File: config.mk
export PLATFORM = sky130hd
export DESIGN_NAME = kmap_sweep_ctrl
export DESIGN_NICKNAME = d
export VERILOG_FILES = /design/src/rtl/kmap_pkg.sv /design/src/rtl/kmap_result_acc.sv /design/src/rtl/kmap_sweep_ctrl.sv
export SDC_FILE = /design/constraint.sdc
export NUM_CORES = 1
export LEC_CHECK = 0
export ABC_AREA = 1
export BUFFER_PORTS_ARGS = -buffer_cell sky130_fd_sc_hd__buf_2
export CAP_MARGIN = 30
export CORE_UTILIZATION = 42
export DETAILED_ROUTE_END_ITERATION = 10
export PLACE_DENSITY = 0.7
export SYNTH_ARGS = -nofsm -noshare
export SYNTH_HDL_FRONTEND = slang
export SYNTH_HIERARCHICAL = 1
export SYNTH_SLANG_ARGS = --single-unit
File: constraint.sdc
create_clock -name clk -period 2.3 [get_ports clk]
set_input_delay 0.23 -clock clk [delete_from_list [all_inputs] [get_ports clk]]
set_output_delay 0.23 -clock clk [all_outputs]
set_load 0.02 [all_outputs]
File: src/rtl/kmap_pkg.sv
// kmap_pkg: shared widths and state encoding for the Karnaugh-map sweep engine
package kmap_pkg;
    localparam int N_IN    = 4;
    localparam int VEC_CNT = 2 ** N_IN;
    localparam int CNT_W   = 4;
    localparam int MC_W    = N_IN + 1;
    typedef enum logic [1:0] {IDLE, SETTLE, SAMPLE, DONE} state_t;
endpackage

File: src/rtl/kmap_result_acc.sv
// kmap_result_acc: captures sampled outputs, counts mismatches, tracks the lowest failing vector
module kmap_result_acc
    import kmap_pkg::*;
(
    input  logic               clk,
    input  logic               rst,
    input  logic               clear,
    input  logic               sample_en,
    input  logic [N_IN-1:0]    idx,
    input  logic               f_in,
    input  logic               exp_bit,
    output logic [VEC_CNT-1:0] truth_table,
    output logic [MC_W-1:0]    mismatch_cnt,
    output logic [N_IN-1:0]    first_fail,
    output logic               first_fail_vld
);

    // Clear on a new sweep; otherwise fold one sample per enabled cycle into the results
    always_ff @(posedge clk or posedge rst) begin
        if (rst) begin
            truth_table    <= '0;
            mismatch_cnt   <= '0;
            first_fail     <= '0;
            first_fail_vld <= 1'b0;
        end else if (clear) begin
            truth_table    <= '0;
            mismatch_cnt   <= '0;
            first_fail     <= '0;
            first_fail_vld <= 1'b0;
        end else if (sample_en) begin
            truth_table[idx] <= f_in;
            if (f_in != exp_bit) begin
                mismatch_cnt <= mismatch_cnt + MC_W'(1);
                if (!first_fail_vld) begin
                    first_fail     <= idx;
                    first_fail_vld <= 1'b1;
                end
            end
        end
    end

endmodule

File: src/rtl/kmap_sweep_ctrl.sv
// kmap_sweep_ctrl: steps a 4-input function block through all vectors and checks it against a golden table
module kmap_sweep_ctrl
    import kmap_pkg::*;
#(
    parameter int SETTLE_CYC = 1
) (
    input  logic               clk,
    input  logic               rst,
    input  logic               start,
    input  logic               abort,
    input  logic [VEC_CNT-1:0] expected,
    input  logic               f_in,
    output logic [N_IN-1:0]    vec_out,
    output logic               busy,
    output logic               done,
    output logic [VEC_CNT-1:0] truth_table,
    output logic [MC_W-1:0]    mismatch_cnt,
    output logic [N_IN-1:0]    first_fail,
    output logic               first_fail_vld,
    output logic               pass
);

    state_t             state;
    logic [N_IN-1:0]    idx;
    logic [CNT_W-1:0]   cnt;
    logic [VEC_CNT-1:0] exp_latch;
    logic               clear;
    logic               sample_en;

    // A same-cycle abort suppresses the sample write and wins over start
    always_comb begin
        clear     = (state == IDLE) && start && !abort;
        sample_en = (state == SAMPLE) && !abort;
    end

    // Sweep sequencer: settle each vector, sample it, advance, then pulse done
    always_ff @(posedge clk or posedge rst) begin
        if (rst) begin
            state     <= IDLE;
            vec_out   <= '0;
            busy      <= 1'b0;
            done      <= 1'b0;
            pass      <= 1'b0;
            idx       <= '0;
            cnt       <= '0;
            exp_latch <= '0;
        end else begin
            done <= 1'b0;
            case (state)
                IDLE: if (clear) begin
                    exp_latch <= expected;
                    pass      <= 1'b0;
                    idx       <= '0;
                    cnt       <= '0;
                    vec_out   <= '0;
                    busy      <= 1'b1;
                    state     <= SETTLE;
                end
                SETTLE: if (abort) begin
                    state   <= IDLE;
                    busy    <= 1'b0;
                    vec_out <= '0;
                end else begin
                    cnt <= cnt + CNT_W'(1);
                    if (cnt == CNT_W'(SETTLE_CYC - 1))
                        state <= SAMPLE;
                end
                SAMPLE: if (abort) begin
                    state   <= IDLE;
                    busy    <= 1'b0;
                    vec_out <= '0;
                end else if (idx == N_IN'(VEC_CNT - 1)) begin
                    // Fold in the last sample so pass is valid alongside done
                    pass  <= (mismatch_cnt == '0) && (f_in == exp_latch[idx]);
                    done  <= 1'b1;
                    state <= DONE;
                end else begin
                    idx     <= idx + N_IN'(1);
                    vec_out <= idx + N_IN'(1);
                    cnt     <= '0;
                    state   <= SETTLE;
                end
                DONE: begin
                    busy    <= 1'b0;
                    vec_out <= '0;
                    state   <= IDLE;
                end
                default: state <= IDLE;
            endcase
        end
    end

    kmap_result_acc u_acc (
        .clk            (clk),
        .rst            (rst),
        .clear          (clear),
        .sample_en      (sample_en),
        .idx            (idx),
        .f_in           (f_in),
        .exp_bit        (exp_latch[idx]),
        .truth_table    (truth_table),
        .mismatch_cnt   (mismatch_cnt),
        .first_fail     (first_fail),
        .first_fail_vld (first_fail_vld)
    );

endmodule

# Yosys cells after proc, flatten, opt, wreduce, memory -nomap -nowiden
# Cells that the tools add are included.
[word_totals]
out_inout_bits = 33
register_bits = 59
wordCells = 100
[op_classes]
n_reduce_logical = 23
n_eq_ne = 16
order_cmp = 2
muxes = 44
addsub = 3
[op_table]
columns = ["operator", "n"]
rows = [
  ["$mux 4", 12],
  ["$mux 16", 2],
  ["$bwmux 16", 1],
  ["$pmux 4 s4", 1],
  ["$mux 5", 3],
  ["$mux 1", 13],
  ["$ne 2x2->1 const B", 6],
  ["$pmux 4 s3", 1],
  ["$mux 2", 5],
  ["$add 4x1->4 const B", 2],
  ["$pmux 2 s4", 1],
  ["$pmux 4 s2", 1],
  ["$reduce_and 2->1", 4],
  ["$reduce_and 4->1", 2],
  ["$ne 3x3->1 const B", 2],
  ["$reduce_and 3->1", 2],
  ["$reduce_bool 2->1", 3],
  ["$add 5x1->5 const B", 1],
  ["$logic_and 1x1->1", 5],
  ["$logic_not 5->1", 1],
  ["$lt 4x5->1 const B", 1],
  ["$reduce_and 5->1", 1],
  ["$bmux 1 s4", 1],
  ["$demux 1 s4", 1],
  ["other kinds (14)", 16],
]

# Longest topological paths before layout
# Gate-level depths: netlist of the first run.
[logic_depth]
ltp_word = 7
mapped_depth = 12

# Hierarchy
# Netlist of the first run, hierarchy kept.
[by_module_without_submodules]
columns = ["module", "n_inst", "area_each_um2", "seq_area_each_um2", "cells_per_inst"]
rows = [
  ["kmap_sweep_ctrl", 1, 1726.7, 825.8, 213],
  ["kmap_result_acc", 1, 1396.3, 650.6, 193],
]

# Least setup slack after synthesis of the first run
# Ideal clock, no wire load.
[synth_timing]
kind = "register -> register"
startpoint = "reg state[0]"
endpoint = "reg u_acc.truth_table[8]"
t_arrival_ns = 1.837
synth_period_minus_slack_ns = 1.950
setup_time_ns = 0.113
path_stages_with_launch = 12
slack_ns = 0.350
cell_sequence = "dfrtp_1 > inv_1 > ha_1 > nand3_2 > inv_1 > clkbuf_1 > inv_2 > nand2_2 > buf_4 > nand4_1 > nand2_1 > inv_1"
[synth_between]
elab_chain_cells = 4
elab_cells_between_ends = 7
classes_between = "eq/ne (1); mux (1); reduce/logical (5)"
[synth_lines]
columns = ["item", "line", "rtl"]
rows = [
  ["from (decl)", "kmap_sweep_ctrl.sv:23", "state_t state;"],
  ["from (signal assigned)", "kmap_sweep_ctrl.sv:39", "state <= IDLE;"],
  ["from (signal assigned)", "kmap_sweep_ctrl.sv:57", "state <= SETTLE;"],
  ["from (signal assigned)", "kmap_sweep_ctrl.sv:60", "state <= IDLE;"],
  ["$logic_not 2->1 *", "kmap_sweep_ctrl.sv:32", "clear = (state == IDLE) && start && !abort;"],
  ["$logic_and 1x1->1 * (2 in a row)", "kmap_sweep_ctrl.sv:32", ""],
  ["via clear", "kmap_sweep_ctrl.sv:27", "logic clear;"],
  ["$mux 16 or $reduce_bool 2->1 (tied branches)", "--", ""],
  ["to (signal, indexed assignment)", "kmap_result_acc.sv:31", "truth_table[idx] <= f_in;"],
  ["to (decl)", "kmap_result_acc.sv:12", "output logic [VEC_CNT-1:0] truth_table,"],
]
# The timed path passes the listed nets; every way through them passes the cells marked *.
# A chain may end at the register's enable or synchronous reset.

# Final worst setup path of the first run
[layout_timing]
startpoint = "reg idx[1]"
endpoint = "reg u_acc.first_fail[2]"
[layout_between]
elab_chain_cells = 5
[layout_lines]
columns = ["item", "line", "rtl"]
rows = [
  ["from (decl)", "kmap_sweep_ctrl.sv:24", "logic [N_IN-1:0] idx;"],
  ["from (signal assigned)", "kmap_sweep_ctrl.sv:78", "idx <= idx + N_IN'(1);"],
  ["$bmux 1 s4", "kmap_sweep_ctrl.sv:100", ".exp_bit (exp_latch[idx]),"],
  ["$mux 1 (implied by the code)", "kmap_sweep_ctrl.sv:100", ""],
  ["$ne 1x1->1", "kmap_result_acc.sv:32", "if (f_in != exp_bit) begin"],
  ["$reduce_bool 2->1 (no line)", "--", ""],
  ["$reduce_and 3->1 (no line)", "--", ""],
  ["to (signal assigned)", "kmap_result_acc.sv:35", "first_fail <= idx;"],
  ["to (decl)", "kmap_result_acc.sv:14", "output logic [N_IN-1:0] first_fail,"],
]
# Every way passes these cells. The select of a mux whose other input is x is not followed.

==> impl_metrics.yaml, run 1 <==
worst_setup_path:
  worst-endpoint-required_ns: 2.57
  critPathSlowestCell: "dfrtp_1"
  reg2regPathDepth: 10
  worstPathArrival_ns: 2.21
  worstSetupEndpointType: "flop"
  reg2reg_from: "idx[1]"
  start_kind: "flop"
  max_stage_delay_ns: 0.63
  crit_top_cell: "nand2_1"
  crit_type: "reg2reg"
  worstPathCellList: "inv_1 > nand3_1 > nand3_1 > nand3_1 > nand2_1 > nand2_1 > nand3_2 > nor2_4 > nand2_1 > nand2_1"
  reg2reg_slack_ns: 0.36
  r2r-end: "u_acc/first_fail[2]"
  crit_family: "simple AND/OR/NAND/NOR gates"
  crit_buf_inv: 1
  path_max_fanout: 12
logic_synthesis:
  yosysTopAreaCellShare: 0.473
  syn-mean-instance-area_um2: 7.69
  synth.distinct_cells: 26
  synth_top_area_cell: "dfrtp_1"
  ys_ff_latch: 59
  ys.warnings.count: 6
  synth_area_leaders: "dfrtp_1 (47%), nand2_1 (16%), inv_1 (7.6%)"
  syn-cell-area_mm2: 0.00312
  yosysSeqAreaShare: 0.473
  synth_cells: 406
  synth_nets: 434
clock_tree:
  cts_sinks: 59
  insertion_delay_ns: 0.34
  clk_path_buf_depth: 2
  htree_levels: 3
  worst_setup_hold_path_clk_slew_ns: 0.07
  cts_root_buf: "clkbuf_8"
  cts_buffers: 9
  cts_tree: "yes"
run_status:
  outcome: "finished clean"
timing:
  period_minus_slack_ns: 1.94
  timing.hold.ws_ns: 0.0922
  max_freq_mhz: 515
  finalMaxSlewViolations: 0
  setup_slack_ns: 0.360
  hold_viol: 0
  tightest_slew_ns: 0.468
  setup_viol: 0
  tns_ns: 0
  rsz0062_at_grt: "false"
  finClkSkew_ns: 0.00879
  period_share: 0.844
  relSlewSlack: 0.688
floorplan:
  die-height_um: 88.2
  start_util: 0.433
  dieArea_mm2: 0.00778
  io_pins: 54
  core_area_mm2: 0.00721
  die_w_um: 88.2
  rows: 31
placement:
  place_hpwl_um: 4810
  port_buffers: 53
  dp_slack_ns: 0.391
  gp_congestion: 0.797
power:
  p_switching_mw: 1.50
  switching_share: 0.387
  total_power_mw: 3.87
  vdd_drop_max_mv: 0.462
  pwr-share-seq: 0.370
  internal_power_mw: 2.37
  pwr_density_cell_mw_per_mm2: 1030
  combPwrFrac: 0.356
  power.share.clock: 0.274
  p_leak_nw: 2.05
global_routing:
  grt_max_degree: 34
  track_usage: 0.184
  grt_pass1_vias: 2441
  grt.overflow.total: 0
  antenna_found_initial: 0
  grt_pass1_wl_um: 10900
cells_and_area:
  final_common_cell: "nand2_1"
  fin_nets: 496
  syn2layout_area_growth_pct: 20.0
  drive_above_1_share: 0.214
  diodes: 0
  final_core_util: 0.519
  mostFrequentLayoutCells: "nand2_1 (130), inv_1 (63), dfrtp_1 (59)"
route:
  first_pass_iters: 4
  wl_per_cell_um: 11.6
  drtAntennaViolNets: 0
  wl_um: 6640
  drc: 0
  viasPerCell: 4.71
  vias: 2696
  first_iter_violations: 73
hold_path:
  min_path_type: "in2reg"
  hold_end: "exp_latch[8]"
  worstHoldPathCells: 3
  worstHoldStart: "expected[8]"
run:
  maxCapViolCount: 0
logic make-up (layout without fill, tap and decap cells):
family | after synthesis | in the layout | share of synthesized area
adder cells (fa/ha/maj) | 7 | 7 | 0.0280
AND/OR/NAND/NOR | 211 | 211 | 0.304
XOR/XNOR | 7 | 7 | 0.0196
buffers and inverters | 77 | 144 | 0.0970
AO/OA/AOI/OAI | 45 | 45 | 0.0781
flip-flops | 59 | 59 | 0.473
final cells by class:
type | count | area (um^2)
clock inverters | 7 | 103
fillers | 710 | 3470
repair buffers | 59 | 313
inverters | 69 | 264
well taps | 99 | 124
clock buffers | 9 | 124
multi-input cells | 270 | 1340
flip-flops and latches | 59 | 1480
synthesized netlist by cell type (all sizes together):
master  instances
inv            68
xor2            4
buf             5
o22ai           3
nor3            2
ha              7
dfrtp          59
o31ai           5
clkinv          1
xnor2           3
nor2           25
a21oi           4
clkbuf          3
and2            1
nand2         133
nand3          41
o21ai          32
nand4           9
o21bai          1
power by group through the flow:
stage	sequential [mW]	combinational, mW	clock (mW)
after CTS	1.43	1.39	1.08
after floorplan	1.51	0.978	0
after global placement	1.45	1.35	0
after detailed placement	1.46	1.38	0
after global routing	1.47	1.59	1.13
final	1.43	1.38	1.06
stage by stage:
step	instance area (um^2)	cells
floorplan	3120	406
finish	3750	572
global route	3750	572
global placement	3510	555
detailed placement	3510	555
CTS	3750	572
routing by layer:
metal	routed length [um]	global-route usage
met1	3330	0.253
met2	2920	0.280
met3	287	0.0550
met4	95	0.0572
met5	0	0
worst reg2reg max path: stages (launching register included):
cell,delay [ns]
dfrtp_1,0.63
inv_1,0.17
nand3_1,0.11
nand3_1,0.08
nand3_1,0.11
nand2_1,0.11
nand2_1,0.11
nand3_2,0.17
nor2_4,0.23
nand2_1,0.09
nand2_1,0.08
registers in the layout, summed over array words and instances, names as in the netlist, 2 cells and up:
register	cells
u_acc/truth_table	16
exp_latch	16
cnt	4
u_acc/mismatch_cnt	5
vec_out	4
u_acc/first_fail	4
idx	4
state	2
what timing repair did:
item	4_1_cts	5_1_grt
gates resized for setup	0	0
hold endpoints to repair	59	0
setup buffers	0	0
setup endpoints to repair	0	0
hold buffers	1	0
how the worst max path moves through the flow:
stage | from | endpoint | slack [ns] | depth (start not counted)
after floorplan | state[0] | u_acc/truth_table[8] | 0.35 | 11
after detailed placement | idx[1] | u_acc/first_fail[2] | 0.39 | 10
after CTS | idx[0] | u_acc/first_fail[2] | 0.36 | 12
after global routing | idx[0] | u_acc/first_fail[0] | 0.1 | 12
final | idx[1] | u_acc/first_fail[2] | 0.36 | 10
after global placement | state[0] | u_acc/truth_table[11] | 0.43 | 10
Power figures use the tool's default switching activity.
==> inputs of run 2 (changes only) <==
Settings changed: PLACE_DENSITY 0.7 to 0.72.
Clock period 2.3 ns to 1.55 ns, I/O delays scaled along.
==> run 2 against run 1 <==
  * The run now ends with negative setup slack left
  * Global-route usage up 3.1 points
  * Clock power up 34%
  * Non-clock buffer count up 35
  * Sequential power up 52%
  * Hold slack worse by 0.072 ns
  * Register-to-register slack worse by 0.48 ns
  * Power up 78%
  * Fmax up 16%
  * Via count up 9.6%
  * Wire length up 20%
  * Critical path depth unchanged
==> impl_metrics.yaml, run 2 (synthesized netlist as in run 1, its figures left out) <==
run_status:
  outcome: "finished with violations"
  failed_checks: "negative setup slack"
clock_tree:
  cts_sinks: 59
  insertion_delay_ns: 0.34
  clk_path_buf_depth: 2
  htree_levels: 3
  worst_setup_hold_path_clk_slew_ns: 0.07
  cts_buffers: 9
  cts_tree: "yes"
  cts_root_buf: "clkbuf_8"
route:
  first_iter_violations: 167
  first_pass_iters: 4
  wl_um: 7990
  vias: 2955
  drc: 0
  viasPerCell: 4.87
  drtAntennaViolNets: 0
  wl_per_cell_um: 13.2
cells_and_area:
  drive_above_1_share: 0.407
  syn2layout_area_growth_pct: 42.6
  final_common_cell: "nand2_1"
  diodes: 0
  final-seq-area_mm2: 0.00148
  multiInputGateArea_mm2: 0.00176
  final_core_util: 0.617
  fin_nets: 532
  fin_area_mm2: 0.00445
  stdcell_count: 607
  mostFrequentLayoutCells: "nand2_1 (112), dfrtp_1 (57), buf_2 (53)"
  fillers: 601
  top_regs: "exp_latch (16), u_acc/truth_table (16), u_acc/mismatch_cnt (5)"
floorplan:
  die-height_um: 88.2
  core_area_mm2: 0.00721
  dieArea_mm2: 0.00778
  io_pins: 54
  rows: 31
  die_w_um: 88.2
  start_util: 0.433
global_routing:
  met3_usage: 0.0494
  met1_usage: 0.278
  use_met2: 0.352
  grt_pass1_wl_um: 12800
  track_usage: 0.215
  grt_pass1_vias: 2766
  antenna_found_initial: 0
  grt.overflow.total: 0
  busiest_layer: "met2"
  grt_max_degree: 34
power:
  vdd_drop_max_mv: 0.952
  pwr_density_cell_mw_per_mm2: 1550
  p_leak_nw: 2.30
  total_power_mw: 6.88
placement:
  placedInstanceArea_mm2: 0.00375
  gp_congestion: 0.835
  placed_cells_incl_taps: 580
  place_hpwl_um: 5180
  port_buffers: 53
hold_path:
  worstHoldPathCells: 3
  min_path_type: "in2reg"
  worstHoldStart: "expected[0]"
  hold_end: "exp_latch[0]"
timing:
  setup_slack_ns: -0.124
  timing.hold.ws_ns: 0.0202
  finalMaxSlewViolations: 0
  relSlewSlack: 0.713
  rsz0062_at_grt: "true"
  period_share: 1.08
  max_freq_mhz: 597
  hold_viol: 0
  tightest_slew_ns: 0.430
  setup_viol: 16
  period_minus_slack_ns: 1.67
  finClkSkew_ns: 0.0108
worst_setup_path:
  start_kind: "flop"
  r2r-end: "cnt[3]"
  worstSetupEndpointType: "flop"
  worst-endpoint-required_ns: 1.78
  reg2reg_from: "state[1]"
  reg2reg_slack_ns: -0.12
  crit_type: "reg2reg"
  reg2regPathDepth: 10
  worstPathArrival_ns: 1.90
  path_max_fanout: 4
run:
  maxCapViolCount: 0
run 2: cell count changes in the layout (fill, tap and decap cells not counted), sizes merged:
cell	change
clkinvlp	-1
bufinv	-1
buf	+35
nor2	+1
inv	+1
clkbuf	+4
clkinv	-4
run 2: repair_timing:
item                                    in CTS  in global routing
setup buffers                                5                  6
hold buffers                                 1                  0
hold endpoints to repair                    59                  0
endpoints found under the setup margin      38                 48
gates cloned                                 1                  0
pin swaps                                   29                 23
gates resized for setup                     47                 55
run 2: worst max-delay path: stages (launching register included):
cell and delay [ns]:
dfrtp_1 0.43, inv_2 0.12, ha_4 0.16, nand3_4 0.11, nand2_4 0.11, nand2_4 0.07, nor2_4 0.13, nand2_4 0.09
nor2_4 0.10, xor2_1 0.17, nor2_1 0.07
run 2: where the power goes:
part	switching (mW)	internal, mW	total, mW
combinational	2.00	1.29	3.29
sequential	0.243	1.92	2.17
clock	0.598	0.821	1.42
total	2.85	4.04	6.88
run 2: cell type report:
type                            count  area share
Sequential cell                    59       0.332
Timing Repair Buffer               94       0.140
Clock buffer                       13      0.0357
Multi-Input combinational cell    271       0.395
Inverter                           69      0.0621
Clock inverter                      2     0.00787
Tap cell                           99      0.0278
run 2: worst max-delay path by stage:
stage	from	endpoint	slack, ns	depth (start not counted)
finish	state[1]	cnt[3]	-0.12	10
global route	state[1]	cnt[3]	-0.22	10
CTS	state[0]	cnt[3]	-0.08	10
detailed placement	idx[0]	vec_out[0]	-0.12	8
global placement	idx[0]	vec_out[0]	-0.05	8
floorplan	state[1]	cnt[3]	-0.01	9
run 2: metrics by stage:
stage	TNS (ns)	setup slack [ns]
floorplan	-0.0677	-0.00988
global placement	-0.395	-0.0488
detailed placement	-1.83	-0.117
CTS	-0.786	-0.0773
global route	-3.73	-0.225
finish	-1.01	-0.124
run 2: per-layer routing:
| metal | part of all wire | up-vias | wire length, um |
|---|---|---|---|
| li1 | - | 1473 | - |
| met1 | 0.46 | 1408 | 3640 |
| met2 | 0.49 | 60 | 3950 |
| met3 | 0.034 | 14 | 272 |
| met4 | 0.016 | 0 | 128 |
| met5 | 0 | - | 0 |
